[config.mk]
export PLATFORM = sky130hd
export DESIGN_NAME = ibex_mem_arbiter_flat
export DESIGN_NICKNAME = d
export VERILOG_FILES = /design/src/rtl/ibex_mem_arbiter_if.sv /design/src/rtl/ibex_mem_arbiter.sv /design/src/flat_wrapper.sv
export SDC_FILE = /design/constraint.sdc
export NUM_CORES = 1
export LEC_CHECK = 0
export CELL_PAD_IN_SITES_DETAIL_PLACEMENT = 0
export CELL_PAD_IN_SITES_GLOBAL_PLACEMENT = 1
export CORE_MARGIN = 4
export CORE_UTILIZATION = 12
export CTS_CLUSTER_SIZE = 24
export DETAILED_ROUTE_END_ITERATION = 8
export MAX_ROUTING_LAYER = met4
export PLACE_DENSITY = 0.89
export SYNTH_ARGS = -nofsm -noshare
export SYNTH_HDL_FRONTEND = slang
export SYNTH_SLANG_ARGS = --single-unit
[constraint.sdc]
create_clock -name clk_i -period 3.5 [get_ports clk_i]
set_input_delay 0.35 -clock clk_i [delete_from_list [all_inputs] [get_ports clk_i]]
set_output_delay 0.35 -clock clk_i [all_outputs]
set_load 0.02 [all_outputs]
[src/rtl/ibex_mem_arbiter_if.sv]
// Bus bundle between the ibex instruction/data ports, the arbiter and ram_1p.
// The slave modport is the arbiter's view. The master modport is the
// surrounding system: it drives core requests and returns RAM responses.
interface ibex_mem_arbiter_if;
    logic        instr_req_i;
    logic [31:0] instr_addr_i;
    logic        instr_gnt_o;
    logic        instr_rvalid_o;
    logic [31:0] instr_rdata_o;
    logic        instr_err_o;

    logic        data_req_i;
    logic        data_we_i;
    logic [3:0]  data_be_i;
    logic [31:0] data_addr_i;
    logic [31:0] data_wdata_i;
    logic        data_gnt_o;
    logic        data_rvalid_o;
    logic [31:0] data_rdata_o;
    logic        data_err_o;

    logic        mem_req_o;
    logic        mem_we_o;
    logic [3:0]  mem_be_o;
    logic [31:0] mem_addr_o;
    logic [31:0] mem_wdata_o;
    logic        mem_rvalid_i;
    logic [31:0] mem_rdata_i;

    modport slave (
        input  instr_req_i, instr_addr_i,
        input  data_req_i, data_we_i, data_be_i, data_addr_i, data_wdata_i,
        input  mem_rvalid_i, mem_rdata_i,
        output instr_gnt_o, instr_rvalid_o, instr_rdata_o, instr_err_o,
        output data_gnt_o, data_rvalid_o, data_rdata_o, data_err_o,
        output mem_req_o, mem_we_o, mem_be_o, mem_addr_o, mem_wdata_o
    );

    modport master (
        output instr_req_i, instr_addr_i,
        output data_req_i, data_we_i, data_be_i, data_addr_i, data_wdata_i,
        output mem_rvalid_i, mem_rdata_i,
        input  instr_gnt_o, instr_rvalid_o, instr_rdata_o, instr_err_o,
        input  data_gnt_o, data_rvalid_o, data_rdata_o, data_err_o,
        input  mem_req_o, mem_we_o, mem_be_o, mem_addr_o, mem_wdata_o
    );
endinterface

[src/rtl/ibex_mem_arbiter.sv]
// Two-master (instruction fetch, load/store) to one single-port RAM arbiter.
// Grants are combinational. The one-cycle RAM response, or a locally generated
// out-of-window error, is routed back to the previous cycle's winner. A
// streak counter caps consecutive fetch grants while data is waiting.
module ibex_mem_arbiter #(
    parameter logic [31:0] MemStart       = 32'h0000_0000,
    parameter int unsigned MemSize        = 65536,
    parameter int unsigned MaxInstrStreak = 4
) (
    input logic               clk_i,
    input logic               rst_ni,
    ibex_mem_arbiter_if.slave bus
);
    typedef enum logic [1:0] {
        OWNER_NONE  = 2'd0,
        OWNER_INSTR = 2'd1,
        OWNER_DATA  = 2'd2
    } owner_e;

    localparam logic [31:0] AddrMask  = ~(32'(MemSize) - 32'd1);
    localparam logic [3:0]  StreakMax = 4'(MaxInstrStreak);

    owner_e      owner_q, owner_d;
    logic        err_q, err_d;
    logic [3:0]  streak_q, streak_d;
    logic        instr_win, data_win, in_window;
    logic [31:0] win_addr;

    // Pick this cycle's winner, drive grants and the RAM strobe, compute next state.
    always_comb begin
        instr_win       = 1'b0;
        data_win        = 1'b0;
        win_addr        = 32'h0;
        in_window       = 1'b0;
        owner_d         = OWNER_NONE;
        err_d           = 1'b0;
        streak_d        = 4'h0;
        bus.instr_gnt_o = 1'b0;
        bus.data_gnt_o  = 1'b0;
        bus.mem_req_o   = 1'b0;
        bus.mem_we_o    = 1'b0;
        bus.mem_be_o    = 4'h0;
        bus.mem_addr_o  = 32'h0;
        bus.mem_wdata_o = 32'h0;

        if (rst_ni) begin
            if (bus.instr_req_i && (!bus.data_req_i || streak_q != StreakMax)) begin
                instr_win = 1'b1;
            end else if (bus.data_req_i) begin
                data_win = 1'b1;
            end
        end

        if (instr_win) begin
            win_addr = bus.instr_addr_i;
        end else if (data_win) begin
            win_addr = bus.data_addr_i;
        end
        in_window = ((win_addr & AddrMask) == MemStart);

        if (instr_win) begin
            bus.instr_gnt_o = 1'b1;
            owner_d         = OWNER_INSTR;
            err_d           = !in_window;
            if (in_window) begin
                bus.mem_req_o  = 1'b1;
                bus.mem_be_o   = 4'hF;
                bus.mem_addr_o = bus.instr_addr_i;
            end
        end else if (data_win) begin
            bus.data_gnt_o = 1'b1;
            owner_d        = OWNER_DATA;
            err_d          = !in_window;
            if (in_window) begin
                bus.mem_req_o   = 1'b1;
                bus.mem_we_o    = bus.data_we_i;
                bus.mem_be_o    = bus.data_be_i;
                bus.mem_addr_o  = bus.data_addr_i;
                bus.mem_wdata_o = bus.data_wdata_i;
            end
        end

        if (instr_win && bus.data_req_i) begin
            streak_d = (streak_q == StreakMax) ? streak_q : streak_q + 4'h1;
        end
    end

    // Remember who owns the in-flight response and whether it is an error.
    always_ff @(posedge clk_i or negedge rst_ni) begin
        if (!rst_ni) begin
            owner_q  <= OWNER_NONE;
            err_q    <= 1'b0;
            streak_q <= 4'h0;
        end else begin
            owner_q  <= owner_d;
            err_q    <= err_d;
            streak_q <= streak_d;
        end
    end

    // Steer the RAM response, or the recorded error, to the previous winner.
    always_comb begin
        bus.instr_rvalid_o = (owner_q == OWNER_INSTR);
        bus.data_rvalid_o  = (owner_q == OWNER_DATA);
        bus.instr_err_o    = bus.instr_rvalid_o && err_q;
        bus.data_err_o     = bus.data_rvalid_o && err_q;
        bus.instr_rdata_o  = (bus.instr_rvalid_o && !err_q) ? bus.mem_rdata_i : 32'h0;
        bus.data_rdata_o   = (bus.data_rvalid_o && !err_q) ? bus.mem_rdata_i : 32'h0;
    end

    mem_rvalid_check: assert property (@(posedge clk_i) disable iff (!rst_ni)
        bus.mem_rvalid_i == ((owner_q != OWNER_NONE) && !err_q));
endmodule

[src/flat_wrapper.sv]
// flat-port wrapper written by rule: the top's interface ports become plain ports
module ibex_mem_arbiter_flat 
#(
    parameter logic [31:0] MemStart       = 32'h0000_0000,
    parameter int unsigned MemSize        = 65536,
    parameter int unsigned MaxInstrStreak = 4
)
  (clk_i, rst_ni, bus_instr_req_i, bus_instr_addr_i, bus_data_req_i, bus_data_we_i, bus_data_be_i, bus_data_addr_i, bus_data_wdata_i, bus_mem_rvalid_i, bus_mem_rdata_i, bus_instr_gnt_o, bus_instr_rvalid_o, bus_instr_rdata_o, bus_instr_err_o, bus_data_gnt_o, bus_data_rvalid_o, bus_data_rdata_o, bus_data_err_o, bus_mem_req_o, bus_mem_we_o, bus_mem_be_o, bus_mem_addr_o, bus_mem_wdata_o);
  ibex_mem_arbiter_if bus_i ();
  input logic clk_i;
  input logic rst_ni;
  input wire logic [$bits(bus_i.instr_req_i)-1:0] bus_instr_req_i;
  input wire logic [$bits(bus_i.instr_addr_i)-1:0] bus_instr_addr_i;
  input wire logic [$bits(bus_i.data_req_i)-1:0] bus_data_req_i;
  input wire logic [$bits(bus_i.data_we_i)-1:0] bus_data_we_i;
  input wire logic [$bits(bus_i.data_be_i)-1:0] bus_data_be_i;
  input wire logic [$bits(bus_i.data_addr_i)-1:0] bus_data_addr_i;
  input wire logic [$bits(bus_i.data_wdata_i)-1:0] bus_data_wdata_i;
  input wire logic [$bits(bus_i.mem_rvalid_i)-1:0] bus_mem_rvalid_i;
  input wire logic [$bits(bus_i.mem_rdata_i)-1:0] bus_mem_rdata_i;
  output wire logic [$bits(bus_i.instr_gnt_o)-1:0] bus_instr_gnt_o;
  output wire logic [$bits(bus_i.instr_rvalid_o)-1:0] bus_instr_rvalid_o;
  output wire logic [$bits(bus_i.instr_rdata_o)-1:0] bus_instr_rdata_o;
  output wire logic [$bits(bus_i.instr_err_o)-1:0] bus_instr_err_o;
  output wire logic [$bits(bus_i.data_gnt_o)-1:0] bus_data_gnt_o;
  output wire logic [$bits(bus_i.data_rvalid_o)-1:0] bus_data_rvalid_o;
  output wire logic [$bits(bus_i.data_rdata_o)-1:0] bus_data_rdata_o;
  output wire logic [$bits(bus_i.data_err_o)-1:0] bus_data_err_o;
  output wire logic [$bits(bus_i.mem_req_o)-1:0] bus_mem_req_o;
  output wire logic [$bits(bus_i.mem_we_o)-1:0] bus_mem_we_o;
  output wire logic [$bits(bus_i.mem_be_o)-1:0] bus_mem_be_o;
  output wire logic [$bits(bus_i.mem_addr_o)-1:0] bus_mem_addr_o;
  output wire logic [$bits(bus_i.mem_wdata_o)-1:0] bus_mem_wdata_o;
  assign bus_i.instr_req_i = bus_instr_req_i;
  assign bus_i.instr_addr_i = bus_instr_addr_i;
  assign bus_i.data_req_i = bus_data_req_i;
  assign bus_i.data_we_i = bus_data_we_i;
  assign bus_i.data_be_i = bus_data_be_i;
  assign bus_i.data_addr_i = bus_data_addr_i;
  assign bus_i.data_wdata_i = bus_data_wdata_i;
  assign bus_i.mem_rvalid_i = bus_mem_rvalid_i;
  assign bus_i.mem_rdata_i = bus_mem_rdata_i;
  assign bus_instr_gnt_o = bus_i.instr_gnt_o;
  assign bus_instr_rvalid_o = bus_i.instr_rvalid_o;
  assign bus_instr_rdata_o = bus_i.instr_rdata_o;
  assign bus_instr_err_o = bus_i.instr_err_o;
  assign bus_data_gnt_o = bus_i.data_gnt_o;
  assign bus_data_rvalid_o = bus_i.data_rvalid_o;
  assign bus_data_rdata_o = bus_i.data_rdata_o;
  assign bus_data_err_o = bus_i.data_err_o;
  assign bus_mem_req_o = bus_i.mem_req_o;
  assign bus_mem_we_o = bus_i.mem_we_o;
  assign bus_mem_be_o = bus_i.mem_be_o;
  assign bus_mem_addr_o = bus_i.mem_addr_o;
  assign bus_mem_wdata_o = bus_i.mem_wdata_o;
  ibex_mem_arbiter #(.MemStart(MemStart), .MemSize(MemSize), .MaxInstrStreak(MaxInstrStreak)) u_core (.clk_i(clk_i), .rst_ni(rst_ni), .bus(bus_i));
endmodule
## Yosys cells after proc, flatten, opt, wreduce, memory -nomap -nowiden

Cells that the tools add are included.

- Reductions and logical operators: 11
- Eq/ne operators: 5
- Multiplexer cells: 35
- Add/subtract/negate cells: 1

Operators by type and width:

| kind | count |
|---|---|
| two-way mux 32 bit | 11 |
| zero test 32 bit | 1 |
| two-way mux 4 bit | 6 |
| two-way mux 1 bit | 16 |
| logical AND 1 bit | 6 |
| adder 4 x 1 -> 4 bit (second input constant) | 1 |
| == test 4 x 3 -> 1 bit (second input constant) | 1 |
| two-way mux 2 bit | 2 |
| inequality test 4 x 3 -> 1 bit (second input constant) | 1 |
| zero test 1 bit | 3 |
| == test 2 x 1 -> 1 bit (second input constant) | 1 |
| == test 2 bit (second input constant) | 1 |
| inequality test 2 bit (second input constant) | 1 |
| logical OR 1 bit | 1 |

- Flip-flop bits (word level): 7
- Input bits: 138

## Depth between registers and ports, before layout

Gate-level depths: netlist of run 1.

- Word-level depth: 11
- Mapped depth: 7

## Worst setup path before layout of run 1

Ideal clock, no wire load.

- Kind: reg-to-output
- Start point: reg u_core.streak_q[0]
- End point: out bus_mem_be_o[2]
- Buffers on the path: 0
- Setup slack: 1.373 ns
- Data arrival time: 1.777 ns
- Cell stages (with the launch flop): 7
- Cells stage by stage: dfrtp_1 inv_1 ha_1 nand4b_1 and3_1 a22o_1 nor3_1

- Cells in the longest elaborated chain, start to end: 11
- Elaborated cells on any way between the ends: 14
- Those cells by class: 1 x eq/ne; 10 x mux; 3 x reduce/logical

RTL lines:

| element | RTL line | RTL |
|---|---|---|
| from (decl) | ibex_mem_arbiter.sv:25 | `logic [3:0] streak_q, streak_d;` |
| from (signal assigned) | ibex_mem_arbiter.sv:97 | `streak_q <= streak_d;` |
| inequality test 4 x 3 -> 1 bit * | ibex_mem_arbiter.sv:47 | `if (bus.instr_req_i && (!bus.data_req_i \|\| streak_q != StreakMax)) begin` |
| logical OR 1 bit * | ibex_mem_arbiter.sv:47 |  |
| logical AND 1 bit * | ibex_mem_arbiter.sv:47 |  |
| two-way mux 1 bit | ibex_mem_arbiter.sv:47 |  |
| two-way mux 1 bit | ibex_mem_arbiter.sv:46 | `if (rst_ni) begin` |
| two-way mux 32 bit | ibex_mem_arbiter.sv:56 | `end else if (data_win) begin` |
| two-way mux 32 bit | ibex_mem_arbiter.sv:54 | `if (instr_win) begin` |
| zero test 32 bit | ibex_mem_arbiter.sv:59 | `in_window = ((win_addr & AddrMask) == MemStart);` |
| two-way mux 4 bit | ibex_mem_arbiter.sv:74 | `if (in_window) begin` |
| two-way mux 4 bit | ibex_mem_arbiter.sv:70 | `end else if (data_win) begin` |
| two-way mux 4 bit * | ibex_mem_arbiter.sv:61 | `if (instr_win) begin` |
| to (decl) | flat_wrapper.sv:31 | `output wire logic [$bits(bus_i.mem_be_o)-1:0] bus_mem_be_o;` |

Mark *: on every way between the ends. The rest lies on a longest branch, timed or not.

## Worst setup path in the final report of run 1

- Start point: in bus_data_addr_i[25]
- End point: out bus_mem_be_o[2]

- Cells in the longest elaborated chain, start to end: 6
- Elaborated cells on any way between the ends: 7
- Those cells by class: 6 x mux; 1 x reduce/logical

RTL lines:

| element | RTL line | RTL |
|---|---|---|
| from (decl) | flat_wrapper.sv:17 | `input wire logic [$bits(bus_i.data_addr_i)-1:0] bus_data_addr_i;` |
| two-way mux 32 bit * | ibex_mem_arbiter.sv:56 |  |
| two-way mux 32 bit * | ibex_mem_arbiter.sv:54 |  |
| zero test 32 bit * | ibex_mem_arbiter.sv:59 |  |
| two-way mux 4 bit | ibex_mem_arbiter.sv:74 |  |
| two-way mux 4 bit | ibex_mem_arbiter.sv:70 |  |
| two-way mux 4 bit * | ibex_mem_arbiter.sv:61 |  |

Marks and branches as above.

==> results.yml, run 1 <==
setup_path:
  worst-r2r-cell-count: 7
  worstPathArrival_ns: 2.86
  endpoint_kind: "primary output"
  required_ns: 3.15
  worstPathMaxFanout: 21
  worstSetupPathType: "input pin to primary output"
  critical_path.startpoint_type: "input pin"
cts:
  clkTransAtPathRegs_ns: 0.03
  cts_hold_buffers: 0
  cts_buffers: 3
  htreeDepth: 1
  cts_tree: "done"
  cts_root_buf: "clkbuf_16"
  clock_path_buffers: 2
  clock_latency_ns: 0.23
  clock_sinks: 7
  cts_setup_buffers: 0
  cts_resized: 0
logic_synthesis:
  synth_area_leaders: "and2_1 41%, dfrtp_1 12%, a22oi_1 8.0%, buf_4 8.0%, nor2_1 7.0%"
  syn_area_per_cell_um2: 6.850
  synth_cells: 219
  synth_top_area_share: 0.4128
  ys_seq_elements: 7
  yosys_warnings: 0
  synth_cell_types: 29
  yosysTopAreaCell: "and2_1"
  synth_area_um2: 1500
  yosysSeqAreaShare: 0.1168
die:
  fp.dieH_um: 119.8
  die_w_um: 119.8
  io_pins: 278
  row_count: 40
  start_util: 0.1239
  die-area_um2: 14350
  core-area_um2: 12110
sta:
  grt_setup_unrepaired: "no"
  setup_viol: 0
  tightest_slew_ns: 0.7278
  hold-worst-slack_ns: 0.4928
  fin_skew_ns: 0.001054
  period_needed_ns: 3.207
  fin_ws_ns: 0.2931
  hold_viol: 0
  timing.final.crit_share: 0.9162
  fmax_ghz: 0.3118
  setup_tns_ns: 0
  slew_headroom: 0.5148
  slew_viol_final: 0
layout:
  ff_latch_area_um2: 175.2
  multiInputGateArea_um2: 1154
  fill_cells: 1283
  nNetsFinal: 615
  antennaDiodeCount: 0
  syn_to_final_growth_pct: 185.6
  drive_gt1_frac: 0.02743
grt:
  grt_pass1_vias: 2427
  grt_usage: 0.1057
  gr-total-overflow: 0
  grt_max_degree: 34
  antenna_found_initial: 0
  grt_pass1_wl_um: 12010
detailed_routing:
  drt-total-wl_um: 8213
  wl_per_cell_um: 12.79
  ant_nets: 0
  drt_iter0_drc: 55
  dr.pass1.iters: 5
  drc: 0
  viasPerCell: 3.768
  vias: 2419
power_and_ir_drop:
  irDropWorstVdd_mv: 0.1515
  p_per_area_nw_per_um2: 143.0
  total_power_mw: 0.6128
  leakage_nw: 1.622
outcome:
  status: "finished clean"
placement:
  place.gp.congestion: 0.8144
  dp_hpwl_um: 7524
  numPortBuffers: 260
  dp_slack_ns: 0.2522
worst_hold_path:
  holdCritPathClass: "flip-flop to flip-flop"
  hold_path_depth: 1
run:
  drv_cap: 0
[per-stage QoR]
stage / utilization / area [um2] / instances
2_1_floorplan: - / 1556 / 234
3_3_place_gp: 0.3472 / 4205 / 638
3_5_place_dp: 0.3472 / 4205 / 638
4_1_cts: 0.3537 / 4284 / 642
5_1_grt: 0.3537 / 4284 / 642
6_report: 0.3537 / 4284 / 642
[logic make-up (layout without fill, tap and decap cells)]
group	after synthesis	count (layout)	share of synthesized area
and+or+nand+nor	150	150	0.5805
buffers and inverters	34	274	0.1518
AOI/OAI and AO/OA	23	23	0.1201
DFF	7	7	0.1168
adders and majority gates	2	2	0.01668
xor gates and xnor gates	2	2	0.01168
other	1	16	0.002500
[metal layers]
layer / up-vias / global-route usage / wire, um
li1: 1190 / - / -
met1: 1040 / 0.1057 / 3022
met2: 183 / 0.2066 / 4247
met3: 6 / 0.02309 / 819
met4: 0 / 0.02649 / 123
met5: - / - / 0
[area by class of cell]
class / instances / share of cell area
multi-input combinational: 193 / 0.2693
timing repair buffer: 267 / 0.6197
clock buffer: 4 / 0.01840
sequential: 7 / 0.04089
inverter: 3 / 0.002629
tap: 168 / 0.04907
[registers in the layout, indices dropped and copies added (netlist names)]
signal and count:
u_core.streak_q 4, u_core.err_q 1, u_core.owner_q 2
[worst max-delay path: stages]
cell             delay (ns)
clkdlybuf4s50_1        0.45
nor4_2                 0.34
nand4_1                0.25
a22o_1                 0.54
nor3_1                 0.26
clkdlybuf4s50_1        0.65
[synth_stat cells (all sizes together)]
cell type and count:
and2 99, nor2 28, buf 23, a22oi 16, clkbuf 8, dfrtp 7
nor4 7, a21oi 4, nor2b 4, inv 3, nand2 3, nand4 3
ha 2, a211oi 1, a22o 1, and3 1, and4 1, conb 1
nand3 1, nand3b 1, nand4b 1, nor3 1, o31ai 1, xnor2 1
xor2 1
[cells in the final DEF, fill, tap and decap left out, types with 2 or more instances in the layout]
cell type,instances
clkdlybuf4s50_1,260
and2_1,99
nor2_1,28
a22oi_1,16
conb_1,16
buf_4,7
dfrtp_1,7
nor4_1,6
nor2b_1,4
inv_1,3
nand2_1,3
nand4_1,3
a21oi_1,3
clkbuf_16,3
ha_1,2
[path summary, 6_finish.rpt]
check	start	endpoint	slack, ns
setup / recovery	bus_data_addr_i[25]	bus_mem_be_o[2]	0.29
hold / removal	u_core.streak_q[0]	u_core.streak_q[0]	0.49
setup reg to reg	u_core.streak_q[0]	u_core.err_q	1.95
hold reg to reg	u_core.streak_q[0]	u_core.streak_q[0]	0.49
max in group asynchronous	rst_ni	u_core.streak_q[3]	2.84
min in group asynchronous	rst_ni	u_core.owner_q[1]	0.53
[power breakdown]
part / leakage, nW / switching [mW] / internal (mW)
sequential: 0.0942 / 0.00244 / 0.0839
clock: 0.0382 / 0.0405 / 0.151
combinational: 1.49 / 0.129 / 0.206
Power figures use the tool's default switching activity.
==> run 2, diff against run 1 <==
- PLACE_DENSITY: 0.89 -> 0.95
==> run 2 against run 1 <==
Combinational power about the same. Worst setup slack about the same. Maximum frequency is essentially flat. Clock-buffer cell count did not move. Utilization increased by 0.062 points. Register-to-register slack is essentially flat. Critical path type unchanged. Largest power group unchanged.
==> results.yml, run 2 (same netlist as run 1, synthesis figures left out) <==
worst_hold_path:
  holdCritPathClass: "flip-flop to flip-flop"
placement:
  dp_hpwl_um: 7618
  placed_cells: 639
  dpl_cell_area_um2: 4213
  place.gp.congestion: 0.8390
  numPortBuffers: 260
die:
  die-area_um2: 14350
  io_pins: 278
  die_w_um: 119.8
  start_util: 0.1239
  core-area_um2: 12110
  row_count: 40
  fp.dieH_um: 119.8
setup_path:
  critical_path.startpoint_type: "input pin"
  worstPathMaxFanout: 21
  worst-path-buf-inv: 2
  path_common_cell: "clkdlybuf4s50_1"
  worstPathArrival_ns: 2.86
  crit_path_top_delay_cell: "clkdlybuf4s50_1"
  crit_chain: "clkdlybuf4s50_1 -> nor4_1 -> nand4_1 -> a22o_1 -> nor3_1 -> clkdlybuf4s50_1"
  endpoint_kind: "primary output"
  crit_family: "buffers and inverters"
  worstSetupPathType: "input pin to primary output"
  slowest_delay_ns: 0.64
  required_ns: 3.15
cts:
  clock_latency_ns: 0.23
  clkTransAtPathRegs_ns: 0.03
  cts_hold_buffers: 0
  clock_path_buffers: 2
  cts_buffers: 3
  cts_resized: 0
  cts_setup_buffers: 0
  clock_sinks: 7
  cts_tree: "done"
  htreeDepth: 1
  cts_root_buf: "clkbuf_16"
detailed_routing:
  dr.pass1.iters: 8
  drt-total-wl_um: 8485
  drt_iter0_drc: 32
  drc: 0
  wl_per_cell_um: 13.20
  viasPerCell: 3.821
  ant_nets: 0
  vias: 2457
grt:
  antenna_found_initial: 0
  gr-total-overflow: 0
  grt_pass1_vias: 2529
  grt_usage: 0.1104
  grt_pass1_wl_um: 12440
  grt_max_degree: 34
sta:
  fin_skew_ns: 0.001886
  timing.final.crit_share: 0.9163
  tightest_slew_ns: 0.7312
  slew_headroom: 0.5125
  setup_tns_ns: 0
  setup_viol: 0
  fmax_ghz: 0.3118
  grt_setup_unrepaired: "no"
  slew_viol_final: 0
  period_needed_ns: 3.207
  hold_viol: 0
run:
  drv_cap: 0
power_and_ir_drop:
  irDropWorstVdd_mv: 0.09717
  leakage_nw: 1.626
  p_per_area_nw_per_um2: 142.9
outcome:
  status: "finished clean"
layout:
  regMostFlops: "u_core.streak_q"
  fill_cells: 1271
  antennaDiodeCount: 0
  largest_reg_flops: 4
  ff_latch_area_um2: 175.2
  nNetsFinal: 616
  final_cell_count_no_fill: 643
  multiInputGateArea_um2: 1154
  final_area_um2: 4292
  syn_to_final_growth_pct: 186.1
  layout_common_cells: "260 x clkdlybuf4s50_1, 99 x and2_1, 28 x nor2_1"
  top_regs: "u_core.streak_q x4, u_core.owner_q x2, u_core.err_q x1"
  final_common_cell: "clkdlybuf4s50_1"
  drive_gt1_frac: 0.02947
## run 2: routing by layer
layer  GRT usage  share of wire  vias up
li1            -              -     1194
met1      0.1164           0.39     1072
met2      0.2136           0.52      185
met3     0.01744          0.080        6
met4     0.02720          0.010        0
met5           -              0        -
## run 2: final cells by class
type	count	area share
sequential	7	0.04082
multi-input combinational	193	0.2688
inverter	3	0.002624
tap	168	0.04898
timing repair buffer	268	0.6204
clock buffer	4	0.01837
## run 2: worst paths after layout
| path | start | end | slack (ns) | cells past startpoint |
|---|---|---|---|---|
| setup / recovery | bus_data_addr_i[16] | bus_mem_be_o[2] | 0.29 | 6 |
| hold / removal | u_core.streak_q[0] | u_core.streak_q[0] | 0.49 | 1 |
| setup reg to reg | u_core.streak_q[1] | u_core.err_q | 1.95 | 7 |
| hold reg to reg | u_core.streak_q[0] | u_core.streak_q[0] | 0.49 | 1 |
| max in group asynchronous | rst_ni | u_core.streak_q[0] | 2.85 | 2 |
| min in group asynchronous | rst_ni | u_core.err_q | 0.53 | 2 |
## run 2: through the flow
| stage | setup slack, ns | hold slack (ns) | power, mW | utilization |
|---|---|---|---|---|
| 6_report | 0.2929 | 0.4916 | 0.6134 | 0.3543 |
| 5_1_grt | 0.1558 | 0.5296 | 0.6464 | 0.3543 |
| 3_3_place_gp | 0.2655 | 0.4665 | 0.4201 | 0.3478 |
| 3_5_place_dp | 0.2464 | 0.4803 | 0.4253 | 0.3478 |
| 2_1_floorplan | 1.373 | 0.05441 | 0.2063 | - |
| 4_1_cts | 0.2240 | 0.4979 | 0.6227 | 0.3543 |
## run 2: report_power, final
part	switching, mW	internal, mW	total, mW
Clock	0.0404	0.151	0.192
Sequential	0.00228	0.0839	0.0862
Combinational	0.129	0.206	0.336
Total	0.172	0.441	0.613
